--- config.mk ---
export PLATFORM = sky130hd
export DESIGN_NAME = mdio_master
export DESIGN_NICKNAME = d
export VERILOG_FILES = /design/src/rtl/mdio_master.sv
export SDC_FILE = /design/constraint.sdc
export NUM_CORES = 1
export LEC_CHECK = 0
export CAP_MARGIN = 25
export CORE_MARGIN = 4
export CORE_UTILIZATION = 49
export CTS_BUF_LIST = sky130_fd_sc_hd__clkbuf_16
export CTS_CLUSTER_DIAMETER = 150
export DETAILED_ROUTE_END_ITERATION = 8
export GPL_TIMING_DRIVEN = 0
export PLACE_DENSITY = 0.75
export SYNTH_ARGS = -nofsm -noshare
export SYNTH_HDL_FRONTEND = slang
export SYNTH_SLANG_ARGS = --single-unit
--- constraint.sdc ---
create_clock -name clk -period 3.1 [get_ports clk]
set_clock_uncertainty 0.15 [all_clocks]
set_input_delay 0.62 -clock clk [delete_from_list [all_inputs] [get_ports clk]]
set_output_delay 0.62 -clock clk [all_outputs]
set_load 0.005 [all_outputs]
--- src/rtl/mdio_master.sv ---
// MDIO clause 22/45 management-frame master.
// One command in flight; MDC half-period is DIV clk cycles.
module mdio_master #(
  parameter int DIV      = 2,
  parameter int PRE_BITS = 32
) (
  input  logic        clk,
  input  logic        rst_n,
  input  logic        cmd_valid,
  output logic        cmd_ready,
  input  logic [1:0]  cmd_st,
  input  logic [1:0]  cmd_op,
  input  logic [4:0]  cmd_phy,
  input  logic [4:0]  cmd_reg,
  input  logic [15:0] cmd_data,
  output logic        rsp_valid,
  output logic [15:0] rsp_data,
  output logic        rsp_err,
  output logic        mdc,
  output logic        mdio_o,
  output logic        mdio_oe,
  input  logic        mdio_i
);
  localparam int N = PRE_BITS + 32;
  localparam logic [8:0] HALF  = 9'(DIV);
  localparam logic [8:0] LAST  = 9'(2 * DIV - 1);
  localparam logic [5:0] BLAST = 6'(N - 1);
  localparam logic [5:0] TA1   = 6'(PRE_BITS + 14);
  localparam logic [5:0] TA2   = 6'(PRE_BITS + 15);
  localparam logic [5:0] D0    = 6'(PRE_BITS + 16);

  typedef enum logic [1:0] {IDLE, SHIFT, RESP} state_t;

  state_t      state, state_n;
  logic [8:0]  div_cnt, div_n;
  logic [5:0]  bit_cnt, bit_n;
  logic [31:0] frame, frame_n;
  logic        rd, rd_n;
  logic [15:0] rdata;
  logic        ta_bad;
  logic        accept, illegal, bit_end, sample;
  logic        mdc_n, oe_n, o_n;
  logic [63:0] word;
  logic [5:0]  idx;

  assign cmd_ready = (state == IDLE) && rst_n;
  assign accept    = cmd_valid && cmd_ready;
  // st=1x, or st=01 with op 00/11
  assign illegal   = cmd_st[1] ||
                     (cmd_st[0] && (cmd_op[1] == cmd_op[0]));
  assign bit_end   = (state == SHIFT) && (div_cnt == LAST);
  assign sample    = (state == SHIFT) && (div_cnt == HALF - 9'd1);

  always_ff @(posedge clk or negedge rst_n) begin
    if (!rst_n) state <= IDLE;
    else        state <= state_n;
  end

  always_comb begin
    state_n = state;
    div_n   = div_cnt;
    bit_n   = bit_cnt;
    unique case (state)
      IDLE: begin
        if (accept) begin
          state_n = illegal ? RESP : SHIFT;
          div_n   = '0;
          bit_n   = '0;
        end
      end
      SHIFT: begin
        div_n = div_cnt + 9'd1;
        if (bit_end) begin
          div_n = '0;
          bit_n = bit_cnt + 6'd1;
          if (bit_cnt == BLAST) state_n = RESP;
        end
      end
      RESP:    state_n = IDLE;
      default: state_n = IDLE;
    endcase
  end

  always_comb begin
    frame_n = frame;
    rd_n    = rd;
    if (accept) begin
      frame_n = {cmd_st, cmd_op, cmd_phy, cmd_reg, 2'b10, cmd_data};
      rd_n    = cmd_op[1];
    end
    word  = {32'hFFFF_FFFF, frame_n};
    idx   = BLAST - bit_n;
    mdc_n = (state_n == SHIFT) && (div_n >= HALF);
    oe_n  = (state_n == SHIFT) && (!rd_n || (bit_n < TA1));
    o_n   = oe_n ? word[idx] : 1'b1;
  end

  always_ff @(posedge clk or negedge rst_n) begin
    if (!rst_n) begin
      div_cnt   <= '0;
      bit_cnt   <= '0;
      frame     <= '0;
      rd        <= 1'b0;
      mdc       <= 1'b0;
      mdio_oe   <= 1'b0;
      mdio_o    <= 1'b1;
      rdata     <= '0;
      ta_bad    <= 1'b0;
      rsp_valid <= 1'b0;
      rsp_data  <= '0;
      rsp_err   <= 1'b0;
    end else begin
      div_cnt   <= div_n;
      bit_cnt   <= bit_n;
      frame     <= frame_n;
      rd        <= rd_n;
      mdc       <= mdc_n;
      mdio_oe   <= oe_n;
      mdio_o    <= o_n;
      if (sample && (bit_cnt == TA2)) ta_bad <= mdio_i;
      if (sample && (bit_cnt >= D0))  rdata  <= {rdata[14:0], mdio_i};
      rsp_valid <= (state_n == RESP);
      if (state_n == RESP) begin
        if (state == IDLE) begin
          rsp_data <= '0;
          rsp_err  <= 1'b1;
        end else begin
          rsp_data <= rd ? rdata : 16'h0;
          rsp_err  <= rd && ta_bad;
        end
      end
    end
  end
endmodule

==> results of run 1 <==
## what timing repair did
item,CTS,global route
pin swaps,2,6
hold buffers,0,0
setup buffers,2,6
endpoints found under the setup margin,15,19
gates resized for setup,8,20
## worst max-delay path by stage
stage                   to  slack [ns]  startpoint
floorplan           mdio_o        0.17  div_cnt[0]
global placement    mdio_o       -3.79       rst_n
global route        mdio_o       -0.10  div_cnt[1]
detailed placement  mdio_o       -0.80       rst_n
CTS                 mdio_o        0.01  div_cnt[1]
finish              mdio_o        0.05  div_cnt[1]
## cell usage after synthesis, types with 2 or more instances
master	number	area share
nor2b_1	4	0.0061
mux2i_1	9	0.022
clkbuf_1	14	0.013
o21ai_0	33	0.040
a31oi_1	2	0.0031
o31ai_1	3	0.0055
xnor2_1	3	0.0064
o21a_1	2	0.0037
nand2_1	138	0.13
nor3_2	2	0.0049
buf_1	2	0.0018
o22ai_1	2	0.0031
inv_1	8	0.0073
nor4_1	6	0.0092
and3_1	3	0.0046
dfrtp_1	87	0.53
nor3_1	4	0.0049
a22o_1	2	0.0043
nand3_1	11	0.013
nand2b_1	4	0.0061
ha_1	3	0.0092
or4_4	2	0.0055
nand4bb_1	2	0.0055
nor2_1	19	0.017
a211oi_1	2	0.0037
a21boi_0	2	0.0037
mux2_2	22	0.060
and2_1	2	0.0031
or3_1	3	0.0046
buf_6	2	0.0055
o211ai_1	4	0.0073
a21oi_1	3	0.0037
## stage by stage
step	total power [mW]	TNS (ns)
finish	4.139	0
global route	4.381	-0.1178
CTS	4.023	0
detailed placement	2.915	-9.422
global placement	2.859	-385.10
floorplan	2.465	0
## layout make-up
| type | instances | area share |
|---|---|---|
| clock inverter | 7 | 0.01349 |
| buffer | 19 | 0.01917 |
| timing repair buffer | 64 | 0.1233 |
| multi-input combinational | 311 | 0.3516 |
| inverter | 10 | 0.008282 |
| sequential | 88 | 0.4167 |
| tap | 105 | 0.02485 |
| clock buffer | 9 | 0.04259 |
## state kept, by name (all words and copies together), names as in the netlist
name,flops
bit_cnt,6
div_cnt,9
frame,32
mdc,1
mdio_o,1
mdio_oe,1
rd,1
rdata,16
rsp_data,16
rsp_err,1
rsp_valid,1
state,2
ta_bad,1
## routing by layer
metal | share of wire | track usage | up-vias
li1 | - | - | 1620
met1 | 0.42 | 0.2463 | 1638
met2 | 0.50 | 0.3290 | 93
met3 | 0.048 | 0.02735 | 21
met4 | 0.024 | 0.07563 | 0
met5 | 0 | 0 | -
## critical path: stages (launching register included)
cell and delay, ns:
dfrtp_1 0.42, ha_4 0.20, or4b_4 0.47, buf_6 0.15, buf_4 0.14, nor4_4 0.24, o21ai_4 0.13, inv_4 0.13
mux2_4 0.31, a22o_1 0.25, nor3_2 0.21, o311ai_2 0.14
## power by group
group | leakage [nW] | switching, mW | internal [mW]
logic | 1.12 | 0.809 | 0.647
registers | 1.15 | 0.174 | 1.45
clock network | 0.146 | 0.494 | 0.567
## kinds of logic after synthesis
| group | Yosys count |
|---|---|
| flops | 88 |
| mux | 32 |
| compound gates | 66 |
| xor+xnor | 4 |
| fa+ha+maj | 3 |
| buf+inv | 29 |
| simple gates | 206 |
==> results.sh, run 1 <==
export IMPL_status="completed"
export IMPL_multi_input_area_um2=1859
export IMPL_synth_compound_area_frac=0.1034
export IMPL_seqCellArea_um2=2203
export IMPL_first_iter_violations=114
export IMPL_grt_pass1_wl_um=15190
export IMPL_root_buffer="clkbuf_16"
export IMPL_async_flop_share=1.000
export IMPL_rrSetupSlack_ns=0.05
export IMPL_ys_ff_latch=88
export IMPL_crit_fanout=8
export IMPL_pre_cts_ws_ns=-0.8036
export IMPL_area_growth_pct=28.96
export IMPL_slew_viol_final=0
export IMPL_hold_violations=0
export IMPL_port_buffers=55
export IMPL_clkTransAtPathRegs_ns=0.07
export IMPL_final_cells=613
export IMPL_antenna_cells=0
export IMPL_timing_final_crit_share=0.9834
export IMPL_grt_ovfl_total=0
export IMPL_drt_wl_total_um=9471
export IMPL_setup_viol=0
export IMPL_synth_cell_types=55
export IMPL_pin_count=56
export IMPL_tightest_slew_ns=0.5906
export IMPL_reg2reg_to="mdio_o"
export IMPL_first_pass_iters=4
export IMPL_h_tree_depth=3
export IMPL_cp_required_ns=3.20
export IMPL_synth_top_family_by_area="simple AND/OR/NAND/NOR gates"
export IMPL_slew_headroom=0.6021
export IMPL_final_cell_mix="nand2_1, dfrtp_1, clkdlybuf4s50_1, o21ai_0, mux2_2"
export IMPL_synthSimpleGateAreaFrac=0.2243
export IMPL_synth_enable_flop_cells=0
export IMPL_ir_worst_vdd_uv=341.1
export IMPL_core_area_um2=8175
export IMPL_finish_utilization=0.6468
export IMPL_fp_dieW_um=99.48
export IMPL_ys_warn_count=0
export IMPL_start_util=0.5015
export IMPL_syn_cell_area_um2=4100
export IMPL_vias=3372
export IMPL_antenna_found_initial=0
export IMPL_cp_data_arrival_time_ns=3.15
export IMPL_grtUsageTotal=0.1920
export IMPL_layout_commonest_cell="nand2_1"
export IMPL_r2r_start="div_cnt[1]"
export IMPL_nNetsFinal=540
export IMPL_rsz0062_at_grt="true"
export IMPL_final_area_um2=5288
export IMPL_synth_xor_area_frac=0.008544
export IMPL_grt_pass1_vias=3247
export IMPL_powerDensity_nw_per_um2=782.7
export IMPL_max_cap_violations=0
export IMPL_yosys_most_used_dff="dfrtp_1"
export IMPL_reg2regPathDepth=11
export IMPL_clk_latency_ns=0.34
export IMPL_clockBufferDepth=2
export IMPL_antenna_left=0
export IMPL_cts_tree="yes"
export IMPL_crit_type="flop to flop"
export IMPL_nFillCells=668
export IMPL_cts_made_buffers=9
export IMPL_fin_crit_ns=3.049
export IMPL_synthCells=428
export IMPL_end_kind="flop"
export IMPL_fp_dieH_um=99.48
export IMPL_die_area_um2=9895
export IMPL_rows=33
export IMPL_holdWs_ns=0.01767
export IMPL_p_leak_nw=2.424
export IMPL_hp_class="input pin to async pin"
export IMPL_viasPerCell=5.501
export IMPL_post_dp_hpwl_um=6548
export IMPL_place_area_um2=4807
export IMPL_syn_num_nets=465
export IMPL_setup_ws_ns=0.05132
export IMPL_grt_max_degree=56
export IMPL_synth_seq_area_share=0.5374
export IMPL_drc=0
export IMPL_drive_gt1_frac=0.1594
export IMPL_max_freq_mhz=328.0
export IMPL_synthAdderAreaFrac=0.009155
export IMPL_synthMuxAreaShare=0.08605
export IMPL_critical_path_startpoint_type="flop"
export IMPL_gp_congestion=0.8986
export IMPL_dp_cells=589
export IMPL_cts_sinks=88
export IMPL_wl_per_cell_um=15.45
export IMPL_syn_area_per_cell_um2=9.580
(Power assumes the default switching activity.)
==> inputs of run 2 (changes only) <==
--- a/config.mk
+++ b/config.mk
@@ -13,6 +13,7 @@
 export DETAILED_ROUTE_END_ITERATION = 8
 export GPL_TIMING_DRIVEN = 0
 export PLACE_DENSITY = 0.75
+export SLEW_MARGIN = 20
 export SYNTH_ARGS = -nofsm -noshare
 export SYNTH_HDL_FRONTEND = slang
 export SYNTH_SLANG_ARGS = --single-unit
==> results of run 2 <==
The final DEF is identical to that of run 1; final timing and power are the same.
==> inputs of run 3 (changes only) <==
--- a/config.mk
+++ b/config.mk
@@ -6,12 +6,13 @@
 export NUM_CORES = 1
 export LEC_CHECK = 0
 export CAP_MARGIN = 25
-export CORE_MARGIN = 4
+export CORE_MARGIN = 3
 export CORE_UTILIZATION = 49
 export CTS_BUF_LIST = sky130_fd_sc_hd__clkbuf_16
 export CTS_CLUSTER_DIAMETER = 150
 export DETAILED_ROUTE_END_ITERATION = 8
 export GPL_TIMING_DRIVEN = 0
+export HOLD_SLACK_MARGIN = 0.06
 export PLACE_DENSITY = 0.75
 export SLEW_MARGIN = 20
 export SYNTH_ARGS = -nofsm -noshare
==> results.sh, run 3 (same netlist as run 1, synthesis figures left out) <==
export IMPL_hold_violations=0
export IMPL_drc=0
export IMPL_ir_worst_vdd_uv=378.2
export IMPL_antenna_left=0
export IMPL_grt_pass1_vias=3327
export IMPL_critPathMaxStageDelay_ns=0.52
export IMPL_slew_viol_final=0
export IMPL_holdWs_ns=0.1202
export IMPL_clockBufferDepth=2
export IMPL_drt_wl_total_um=9429
export IMPL_tightest_slew_ns=0.7063
export IMPL_grt_ovfl_total=0
export IMPL_max_cap_violations=0
export IMPL_slew_headroom=0.5242
export IMPL_wl_per_cell_um=15.36
export IMPL_die_area_um2=9501
export IMPL_rows=32
export IMPL_cts_sinks=88
export IMPL_end_kind="flop"
export IMPL_layout_commonest_cell="nand2_1"
export IMPL_pin_count=56
export IMPL_critical_path_startpoint_type="flop"
export IMPL_p_leak_nw=2.457
export IMPL_gp_congestion=0.8911
export IMPL_max_freq_mhz=325.1
export IMPL_cp_data_arrival_time_ns=3.16
export IMPL_r2r_start="div_cnt[0]"
export IMPL_start_util=0.5172
export IMPL_power_internal_mw=2.722
export IMPL_fp_dieH_um=97.48
export IMPL_clkTransAtPathRegs_ns=0.06
export IMPL_combPwrFrac=0.347
export IMPL_rrSetupSlack_ns=0.02
export IMPL_h_tree_depth=3
export IMPL_switching_share=0.3423
export IMPL_core_area_um2=7928
export IMPL_final_cell_mix="nand2_1, dfrtp_1, clkdlybuf4s50_1, o21ai_0, mux2_2"
export IMPL_antenna_found_initial=0
export IMPL_rsz0062_at_grt="true"
export IMPL_clkPwrFrac=0.260
export IMPL_cts_tree="yes"
export IMPL_antenna_cells=0
export IMPL_area_growth_pct=29.23
export IMPL_status="completed"
export IMPL_nNetsFinal=544
export IMPL_finalSetupTns_ns=0
export IMPL_powerDensity_nw_per_um2=781.1
export IMPL_cp_required_ns=3.19
export IMPL_grt_pass1_wl_um=15460
export IMPL_crit_type="flop to flop"
export IMPL_crit_chain="ha_4 -> or4b_4 -> buf_8 -> or3_1 -> buf_6 -> or4_4 -> a21oi_4 -> nand2_2 -> a211oi_2 -> o311ai_2"
export IMPL_viasPerCell=5.489
export IMPL_largest_register_ffs=32
export IMPL_clk_latency_ns=0.33
export IMPL_setup_viol=0
export IMPL_fp_dieW_um=97.48
export IMPL_crit_fanout=7
export IMPL_critical_path_slowest_cell="or4_4"
export IMPL_drive_gt1_frac=0.1582
export IMPL_place_area_um2=4803
export IMPL_first_pass_iters=4
export IMPL_grt_max_degree=59
export IMPL_port_buffers=55
export IMPL_seqCellArea_um2=2205
export IMPL_regMostFlops="frame"
export IMPL_hp_class="input pin to async pin"
export IMPL_root_buffer="clkbuf_16"
export IMPL_reg_largest_list="frame: 32 flops, rdata: 16 flops, rsp_data: 16 flops"
export IMPL_finish_utilization=0.6684
export IMPL_vias=3370
export IMPL_p_switching_mw=1.417
export IMPL_multi_input_area_um2=1831
export IMPL_crit_start="div_cnt[0]"
export IMPL_grtUsageTotal=0.1985
export IMPL_post_dp_hpwl_um=6446
export IMPL_final_area_um2=5299
export IMPL_first_iter_violations=136
export IMPL_nFillCells=640
export IMPL_timing_final_crit_share=0.9922
export IMPL_seqPwrFrac=0.393
export IMPL_cts_made_buffers=9
export IMPL_fin_crit_ns=3.076
run 3: changes by cell type in the layout (fill, tap and decap cells not counted), moves of 2 or more:
cell      previous run  this run
buf_4                8        10
clkbuf_2             1         4
clkbuf_1            12        10
clkinv_1             0         3
run 3: final timing paths:
| check | cells after the start | end |
|---|---|---|
| setup reg to reg | 10 | mdio_o |
| hold reg to reg | 2 | frame[28] |
| max in group asynchronous | 2 | bit_cnt[2] |
| hold / removal | 1 | mdio_o |
| min in group clk | 2 | frame[28] |
| setup / recovery | 10 | mdio_o |
run 3: final cells by class:
cell class / count / area share
buffer: 19 / 0.02031
inverter: 10 / 0.007556
clock inverter: 7 / 0.01299
sequential: 88 / 0.4161
clock buffer: 9 / 0.04250
multi-input combinational: 311 / 0.3455
timing repair buffer: 68 / 0.1311
tap: 102 / 0.02408
run 3: power by group through the flow:
stage	logic (mW)	registers, mW	clock network (mW)
2_1_floorplan	0.872	1.59	0
3_3_place_gp	1.23	1.62	0
3_5_place_dp	1.27	1.64	0
4_1_cts	1.32	1.62	1.09
5_1_grt	1.60	1.66	1.13
6_report	1.44	1.63	1.08
run 3: critical path, delay by kind of cell (launching register included):
kind | cells | cell delay (ns)
buffers and inverters | 2 | 0.29
AO/OA/AOI/OAI | 3 | 0.56
flip-flops | 1 | 0.42
AND/OR/NAND/NOR | 4 | 1.38
adder cells (fa/ha/maj) | 1 | 0.18
run 3: metrics by stage:
stage                     worst slack [ns]  std cells  power (mW)
after floorplan                     0.1701        428       2.465
after global placement              -3.786        585       2.855
after detailed placement           -0.7362        586       2.910
after CTS                         0.003354        604       4.032
after global routing              -0.08756        614       4.391
final                              0.02432        614       4.139
run 3: repair_timing:
| action | in CTS | in global routing |
|---|---|---|
| pin swaps | 1 | 4 |
| endpoints found under the setup margin | 16 | 29 |
| endpoints found under the hold margin | 0 | 30 |
| hold buffers | 0 | 1 |
| gates resized for setup | 6 | 21 |
| setup buffers | 2 | 9 |
run 3: layer usage:
metal / global-route usage / wire length [um]
met5: 0 / 0
met4: 0.06603 / 163
met3: 0.03446 / 487
met2: 0.3432 / 4681
met1: 0.2524 / 4096
